## src/rtl/uart_rx_frame_ctrl.sv

```systemverilog
// UART RX frame controller: walks start/data/parity/stop, deserialises LSB-first, flags errors.
// Optional macro RX_START_GLITCH_EN: a start bit sampled high at its end is treated as a glitch.
module uart_rx_frame_ctrl #(
    parameter int DATA_WIDTH = 8
) (
    input  logic                  CLK,
    input  logic                  RST,
    input  logic                  RX_IN,
    input  logic                  PAR_EN,
    input  logic                  PAR_TYP,
    input  logic [4:0]            edge_cnt,
    input  logic [2:0]            bit_cnt,
    input  logic                  bit_done,
    input  logic                  sampled_bit,
    output logic                  edge_count_enable,
    output logic                  bit_count_enable,
    output logic                  dat_samp_en,
    output logic [DATA_WIDTH-1:0] P_DATA,
    output logic                  data_valid,
    output logic                  par_err,
    output logic                  stp_err
);

    typedef enum logic [2:0] {
        ST_IDLE   = 3'd0,
        ST_START  = 3'd1,
        ST_DATA   = 3'd2,
        ST_PARITY = 3'd3,
        ST_STOP   = 3'd4
    } state_t;

    state_t                  state_r, state_s;
    logic [DATA_WIDTH-1:0]   shift_r, shift_s;
    logic                    acc_r, acc_s;
    logic                    par_err_s, stp_err_s, valid_s;
    logic [DATA_WIDTH-1:0]   p_data_s;

    // Bit timing comes entirely from bit_done, so the edge count itself is not consumed here.
    logic unused_edge_cnt_s;
    assign unused_edge_cnt_s = ^edge_cnt;

    // Mismatch between received parity bit and accumulated data parity, adjusted for odd/even.
    function automatic logic par_check(input logic acc, input logic par_bit, input logic typ);
        return acc ^ par_bit ^ typ;
    endfunction

    // Next-state and datapath update decode.
    always_comb begin
        state_s   = state_r;
        shift_s   = shift_r;
        acc_s     = acc_r;
        par_err_s = par_err;
        stp_err_s = stp_err;
        p_data_s  = P_DATA;
        valid_s   = 1'b0;
        case (state_r)
            ST_IDLE: begin
                shift_s = '0;
                acc_s   = 1'b0;
                if (!RX_IN) begin
                    state_s   = ST_START;
                    par_err_s = 1'b0;
                    stp_err_s = 1'b0;
                end else begin
                    state_s = ST_IDLE;
                end
            end
            ST_START: begin
                if (bit_done) begin
`ifdef RX_START_GLITCH_EN
                    if (sampled_bit) begin
                        state_s = ST_IDLE;
                    end else begin
                        state_s = ST_DATA;
                    end
`else
                    state_s = ST_DATA;
`endif
                end else begin
                    state_s = ST_START;
                end
            end
            ST_DATA: begin
                if (bit_done) begin
                    shift_s = {sampled_bit, shift_r[DATA_WIDTH-1:1]};
                    acc_s   = acc_r ^ sampled_bit;
                    if (bit_cnt == 3'(DATA_WIDTH - 1)) begin
                        state_s = PAR_EN ? ST_PARITY : ST_STOP;
                    end else begin
                        state_s = ST_DATA;
                    end
                end else begin
                    state_s = ST_DATA;
                end
            end
            ST_PARITY: begin
                if (bit_done) begin
                    par_err_s = par_check(acc_r, sampled_bit, PAR_TYP);
                    state_s   = ST_STOP;
                end else begin
                    state_s = ST_PARITY;
                end
            end
            ST_STOP: begin
                if (bit_done) begin
                    stp_err_s = ~sampled_bit;
                    // A frame is only delivered when both the stop and parity checks are clean.
                    if (sampled_bit && !par_err) begin
                        p_data_s = shift_r;
                        valid_s  = 1'b1;
                    end else begin
                        p_data_s = P_DATA;
                    end
                    state_s = ST_IDLE;
                end else begin
                    state_s = ST_STOP;
                end
            end
            default: begin
                state_s = ST_IDLE;
            end
        endcase
    end

    // State, datapath and registered outputs; enables are decoded from the next state.
    always_ff @(posedge CLK or negedge RST) begin
        if (!RST) begin
            state_r           <= ST_IDLE;
            shift_r           <= '0;
            acc_r             <= 1'b0;
            P_DATA            <= '0;
            data_valid        <= 1'b0;
            par_err           <= 1'b0;
            stp_err           <= 1'b0;
            edge_count_enable <= 1'b0;
            dat_samp_en       <= 1'b0;
            bit_count_enable  <= 1'b0;
        end else begin
            state_r           <= state_s;
            shift_r           <= shift_s;
            acc_r             <= acc_s;
            P_DATA            <= p_data_s;
            data_valid        <= valid_s;
            par_err           <= par_err_s;
            stp_err           <= stp_err_s;
            edge_count_enable <= (state_s != ST_IDLE);
            dat_samp_en       <= (state_s != ST_IDLE);
            bit_count_enable  <= (state_s == ST_DATA);
        end
    end

endmodule

```

## config.mk

```make
export PLATFORM = sky130hd
export DESIGN_NAME = uart_rx_frame_ctrl
export DESIGN_NICKNAME = d
export VERILOG_FILES = /design/src/rtl/uart_rx_frame_ctrl.sv
export SDC_FILE = /design/constraint.sdc
export NUM_CORES = 1
export LEC_CHECK = 0
export ABC_AREA = 1
export BUFFER_PORTS_ARGS = -buffer_cell sky130_fd_sc_hd__buf_2
export CORE_ASPECT_RATIO = 1.4
export CORE_MARGIN = 1
export CORE_UTILIZATION = 55
export DETAILED_ROUTE_END_ITERATION = 8
export PLACE_DENSITY = 0.89
export SLEW_MARGIN = 10
export SYNTH_ARGS = -nofsm -noshare
export SYNTH_HDL_FRONTEND = slang
export SYNTH_SLANG_ARGS = --single-unit
```

## constraint.sdc

```tcl
create_clock -name CLK -period 2.4 [get_ports CLK]
set_input_delay 0.24 -clock CLK [delete_from_list [all_inputs] [get_ports CLK]]
set_output_delay 0.24 -clock CLK [all_outputs]
set_load 0.01 [all_outputs]
```

==> results of run 1 <==
state kept, by name (all words and copies together) (netlist names):
| register | cells |
|---|---|
| dat_samp_en | 1 |
| stp_err | 1 |
| data_valid | 1 |
| state_r | 3 |
| P_DATA | 8 |
| acc_r | 1 |
| bit_count_enable | 1 |
| shift_r | 8 |
| par_err | 1 |
cell type report:
class | instances | share of cell area
clock buffer | 3 | 0.0170
clock inverter | 1 | 0.00567
inverter | 15 | 0.0444
multi-input combinational | 101 | 0.347
sequential | 25 | 0.472
tap | 21 | 0.0198
timing repair buffer | 24 | 0.0944
through the flow:
stage	setup slack (ps)	power, uW	cell area [um^2]	hold slack (ps)	util
after floorplan	1290	867	1160	-55.6	-
after global placement	1210	958	1280	246	0.651
after detailed placement	1160	981	1280	249	0.651
after CTS	1130	1160	1330	220	0.672
after global routing	1010	1250	1330	256	0.672
final	1140	1150	1330	226	0.672
power groups by stage:
| stage | sequential [uW] | combinational [uW] | clock (uW) |
|---|---|---|---|
| 5_1_grt | 566 | 472 | 211 |
| 6_report | 552 | 414 | 185 |
| 4_1_cts | 553 | 418 | 191 |
| 2_1_floorplan | 569 | 299 | 0 |
| 3_5_place_dp | 562 | 419 | 0 |
| 3_3_place_gp | 557 | 401 | 0 |
placed cells by master, fill, tap and decap left out, types with 2 or more instances in the layout:
master,count
sky130_fd_sc_hd__a21oi_1,2
sky130_fd_sc_hd__nand2_1,49
sky130_fd_sc_hd__nor2_4,2
sky130_fd_sc_hd__clkbuf_4,3
sky130_fd_sc_hd__nand4_1,2
sky130_fd_sc_hd__nand3_1,16
sky130_fd_sc_hd__buf_2,23
sky130_fd_sc_hd__dfrtp_1,25
sky130_fd_sc_hd__nand2_2,3
sky130_fd_sc_hd__nor2_1,13
sky130_fd_sc_hd__inv_1,12
sky130_fd_sc_hd__o21ai_0,9
repair_timing:
action	in CTS	in global routing
hold endpoints to repair	25	0
endpoints found under the setup margin	0	0
hold buffers	1	0
cells by family (layout without fill, tap and decap cells):
kind of cell / after synthesis / after routing / synth area share
flip-flops: 25 / 25 / 0.538
AND/OR/NAND/NOR: 88 / 88 / 0.336
AO/OA/AOI/OAI: 13 / 13 / 0.0592
buffers and inverters: 17 / 43 / 0.0667
worst max-delay path by stage:
stage	to	slack, ps	cells past startpoint
floorplan	P_DATA[0]	1290	5
global placement	P_DATA[4]	1210	5
detailed placement	P_DATA[0]	1160	5
CTS	P_DATA[6]	1130	5
global route	shift_r[7]	1010	5
finish	P_DATA[6]	1140	5
tightest hold or removal path, delay by kind of cell:
family | cells | cell delay (ps)
buf+inv | 1 | 130
simple gates | 2 | 140
metal layers:
metal / track usage / vias to the layer above / wire [um]
li1: - / 504 / -
met1: 0.271 / 430 / 880
met2: 0.366 / 27 / 1020
met3: 0.0395 / 4 / 72
met4: 0.0905 / 0 / 28
met5: 0 / - / 0
==> metrics, run 1 <==
required time reported for the critical path endpoint 2660 ps; Worst slew margin 0.638; post-synthesis sequential area ratio 0.538; share of Yosys cell area claimed by the top area cell type 0.538; aggregate global-route resource usage 0.224; count of flip-flops with a built-in enable after synthesis 0; vias after detailed routing 965; fraction of final layout cells with drive strength greater than 1 0.219; Post-Synthesis Cell Area 1160 um^2; minimum clock period after layout 1260 ps; cell count after placement 185; clock slew at the register clock pins of the worst setup and hold paths 140 ps; peak supply drop 0.732 mV; setup slack, reg-to-reg 1140 ps; wire length of the first global-routing pass 3660 um; combinational share of power 0.359; vias in the first global route 918; number of nets in the synthesized netlist 158; CTS tree built; number of post-CTS setup repair buffers 0; vertical extent of the die 56.4 um; number of remaining DRC errors 0; maximum cell stage delay along the critical path 470 ps; area enclosed by the die boundary 2300 um^2; Least-Margin Pin Slew 544 ps; multi-input combinational cell area 459 um^2; Wirelength per Cell 10.5 um; kind of cell with the highest combined delay on the critical path simple AND/OR/NAND/NOR gates; count of port buffers added during placement 23; sequential share of power 0.480; clock net sink count 25; Internal 685 uW; antenna violations before repair 0; Unique masters post-synth 20; arrival time worst endpoint 1520 ps; Hold Fails Final Rpt 0; Setup CP Type flip-flop to flip-flop; total wire length after detailed routing 2000 um; gate count after technology mapping 143; worst reg2reg path depth 5; initial core utilization 0.589; power density over cell area 869 nW/um^2; total net switching power 466 uW; Cell Chain, Critical Path nor2_4 -> nand2_2 -> nor2_4 -> nand2_1 -> nand2_1; io pins 29; number of cells upsized or downsized after cts 0; remaining global-route overflow 0; max-slew violation count 0; DRC marker count from the first detailed-route iteration 13; Clock Skews 8.61 ps; switching share of power 0.405; startpoint of the lowest-slack hold path sampled_bit; worst reg2reg path startpoint state_r[0]; row cnt 19; number of setup violations in the final report 0; hold-critical path depth 3; via-per-instance ratio 5.08; number of storage elements in the synthesis netlist 25; filler cell count 170; maximum number of buffers from clock root to sink 2; dominant synthesized flop cell sky130_fd_sc_hd__dfrtp_1; Critical Path Sink Type flip-flop; Cell Count, Final, Fillers Out 190; YS warnings 0; portion of total power attributed to the clock network 0.161; Net count, final 185; insertion delay to the later sink of the worst-skew pair 310 ps; maximum number of pins on one net before global-route repair 26; CP bufs+invs 0; max cap viols 0; DP Wirelength 1600 um; class of the most critical hold timing path input pin to flip-flop; library cell occupying the most area in the post-synthesis netlist sky130_fd_sc_hd__dfrtp_1; endpoint of the worst register-to-register path P_DATA[6]; most area-consuming cells after synthesis sky130_fd_sc_hd__dfrtp_1 (54%), sky130_fd_sc_hd__nand2_1 (16%), sky130_fd_sc_hd__nand3_1 (6.9%), sky130_fd_sc_hd__nor2_1 (4.2%), sky130_fd_sc_hd__o21ai_0 (3.9%); placeable core area 1970 um^2; top cell types by occurrence after synthesis sky130_fd_sc_hd__nand2_1 (49), sky130_fd_sc_hd__dfrtp_1 (25), sky130_fd_sc_hd__nand3_1 (16), sky130_fd_sc_hd__nor2_1 (13), sky130_fd_sc_hd__inv_1 (12); largest fanout on the critical path 11; setup repair after global routing missed its margin no; post-synthesis average cell area 8.13 um^2; Root Driver sky130_fd_sc_hd__clkbuf_4; share of flip-flops with an asynchronous set or reset after synthesis 1.00; most common cell in the netlist sky130_fd_sc_hd__nand2_1; horizontal die dimension 40.9 um; area grow syn2layout 14.0%; Inserted Diodes 0; top achievable clock speed 795 MHz; leakage 0.000772 uW; deepest level of the CTS H-tree 1; outcome finished, final reports clean; residual antenna-violating net count after detailed routing 0; Reg area 626 um^2; startpoint type of the worst setup path flip-flop; period utilization 0.524; startpoint of the most critical setup path state_r[0]; master of the slowest instance on the critical path sky130_fd_sc_hd__dfrtp_1; accumulated negative setup slack 0 ps; clock buffers created by TritonCTS 3; final weighted congestion of routability-driven global placement 0.813; endpoint with the worst hold slack shift_r[7]; Detailed Routing Iterations Pass 1 4
Note: power is estimated with default switching activity, not from simulation.
==> run 2, diff against run 1 <==
- CORE_UTILIZATION: 55 -> 51
- PLACE_DENSITY: 0.89 -> 0.84
- clock period: 2.4 -> 1.2 ns (I/O delays scaled with it)
==> metrics, run 2 (synthesis results as in run 1) <==
outcome finished, final reports clean; minimum clock period after layout 1190 ps (-71.6 ps); antenna violations before repair 0 (unchanged); DP Wirelength 1730 um (+8.2%); clock net sink count 25 (unchanged); Setup CP Type flip-flop to flip-flop; area grow syn2layout 18.8%; tightest hold margin 76.0 ps (-150 ps); Place WS -22.2 ps (-1180 ps); switching share of power 0.406 (+0.00100); max cap viols 0 (unchanged); DRC marker count from the first detailed-route iteration 30 (+17); vertical extent of the die 58.5 um (+3.7%); final weighted congestion of routability-driven global placement 0.820 (+0.92%); Critical Path Sink Type flip-flop; arrival time worst endpoint 1460 ps (-60 ps); required time reported for the critical path endpoint 1470 ps (-1190 ps); top achievable clock speed 843 MHz (+6.0%); Clock Skews 10.1 ps (+1.50 ps); peak supply drop 1.12 mV (+53%); Net count, final 190 (+2.7%); number of setup violations in the final report 0 (unchanged); vias after detailed routing 1036 (+7.4%); via-per-instance ratio 5.29 (+4.1%); placeable core area 2150 um^2 (+9.1%); class of the most critical hold timing path input pin to flip-flop; top library cells by usage in the layout, fill and taps aside sky130_fd_sc_hd__nand2_1 (48), sky130_fd_sc_hd__dfrtp_1 (23), sky130_fd_sc_hd__buf_2 (23); number of remaining DRC errors 0 (unchanged); setup repair after global routing missed its margin yes; total net switching power 1020 uW (+120%); residual antenna-violating net count after detailed routing 0 (unchanged); wire length of the first global-routing pass 3700 um (+1.1%); overall power consumption 2520 uW (+120%); Root Driver sky130_fd_sc_hd__clkbuf_4; aggregate global-route resource usage 0.195 (-0.0282); count of port buffers added during placement 23 (unchanged); total wire length after detailed routing 2330 um (+16%); worst setup slack after layout 13.3 ps (-1130 ps); Hold Fails Final Rpt 0 (unchanged); leakage 0.000807 uW (+4.5%); Wirelength per Cell 11.9 um (+13%); clock slew at the register clock pins of the worst setup and hold paths 130 ps (about the same); filler cell count 196 (+15%); power density over cell area 1820 nW/um^2 (+110%); sequential share of power 0.441 (-0.039); Detailed Routing Iterations Pass 1 4 (unchanged); deepest level of the CTS H-tree 1 (unchanged); insertion delay to the later sink of the worst-skew pair 320 ps (about the same); largest registers P_DATA: 8 flops, shift_r: 8 flops, state_r: 3 flops; maximum number of buffers from clock root to sink 2 (unchanged); startpoint type of the worst setup path flip-flop; portion of total power attributed to the clock network 0.147 (-0.014); area enclosed by the die boundary 2480 um^2 (+7.5%); sum of routed wire segments on met1 915 um (+4.0%); Internal 1500 uW (+120%); horizontal die dimension 42.4 um (+3.7%); period utilization 0.989 (+0.465); clock buffers created by TritonCTS 3 (unchanged); Least-Margin Pin Slew 540 ps (-3.54 ps); Worst slew margin 0.640 (+0.00236); remaining global-route overflow 0 (unchanged); combinational share of power 0.412 (+0.053); maximum number of pins on one net before global-route repair 26 (unchanged); max-slew violation count 0 (unchanged); CTS tree built; row cnt 20 (+1); DR WL met2 1310 um (+29%); detailed-routed wire length on met3 72 um (unchanged); topmost layer with routed signal wires met4; Inserted Diodes 0 (unchanged); most common library cell in the layout ignoring fill and taps sky130_fd_sc_hd__nand2_1; vias in the first global route 943 (+2.7%); io pins 29 (unchanged); fraction of final layout cells with drive strength greater than 1 0.282 (+0.0627); largest fanout on the critical path 6 (-5); initial core utilization 0.540 (-0.0490)
==> run 2: power by group through the flow <==
stage / Clock (uW) / Sequential [uW] / Combinational, uW
finish: 369 / 1110 / 1040
global route: 401 / 1130 / 1140
floorplan: 0 / 1140 / 598
detailed placement: 0 / 1120 / 952
global placement: 0 / 1110 / 902
CTS: 367 / 1100 / 997
==> run 2: worst paths after layout <==
| check | from | to | slack [ps] | depth (start not counted) |
|---|---|---|---|---|
| worst max-delay path | state_r[1] | shift_r[0] | 10 | 6 |
| worst min-delay path | sampled_bit | shift_r[7] | 80 | 3 |
| worst max register to register | state_r[1] | shift_r[0] | 10 | 6 |
| worst min register to register | P_DATA[1] | P_DATA[1] | 490 | 2 |
| max in group asynchronous | RST | state_r[0] | 500 | 2 |
| min in group asynchronous | RST | acc_r | 290 | 2 |
==> run 2: repair_timing <==
item,CTS,global route
hold buffers,1,0
endpoints found under the hold margin,25,0
gates resized for setup,2,11
setup buffers,1,0
gates cloned,1,0
pin swaps,1,3
setup endpoints to repair,10,20
==> run 2: metrics by stage <==
step                instance area (um^2)  instances  TNS, ps   util
finish                              1380        196        0  0.642
detailed placement                  1310        189    -96.6  0.608
floorplan                           1160        143        0      -
global placement                    1310        189        0  0.608
CTS                                 1370        196        0  0.634
global route                        1380        196     -687  0.642
==> run 2: worst max-delay path, stage by stage, from the launching register on <==
cell,delay [ps]
sky130_fd_sc_hd__dfrtp_2,480
sky130_fd_sc_hd__nor2_4,190
sky130_fd_sc_hd__nand2_1,80
sky130_fd_sc_hd__nand2_2,120
sky130_fd_sc_hd__buf_4,140
sky130_fd_sc_hd__nand3_1,70
sky130_fd_sc_hd__nand2_1,60
==> run 2: layer usage <==
layer,vias up,GRT usage
li1,513,-
met1,492,0.220
met2,27,0.347
met3,4,0.0276
met4,0,0.116
met5,-,0
==> run 2: area by class of cell <==
type | instances | area (um^2) | area share
clock buffers | 4 | 26.3 | 0.0190
flip-flops and latches | 25 | 628 | 0.455
well taps | 22 | 27.5 | 0.0199
multi-input cells | 102 | 480 | 0.348
repair buffers | 28 | 159 | 0.115
inverters | 15 | 60.1 | 0.0435
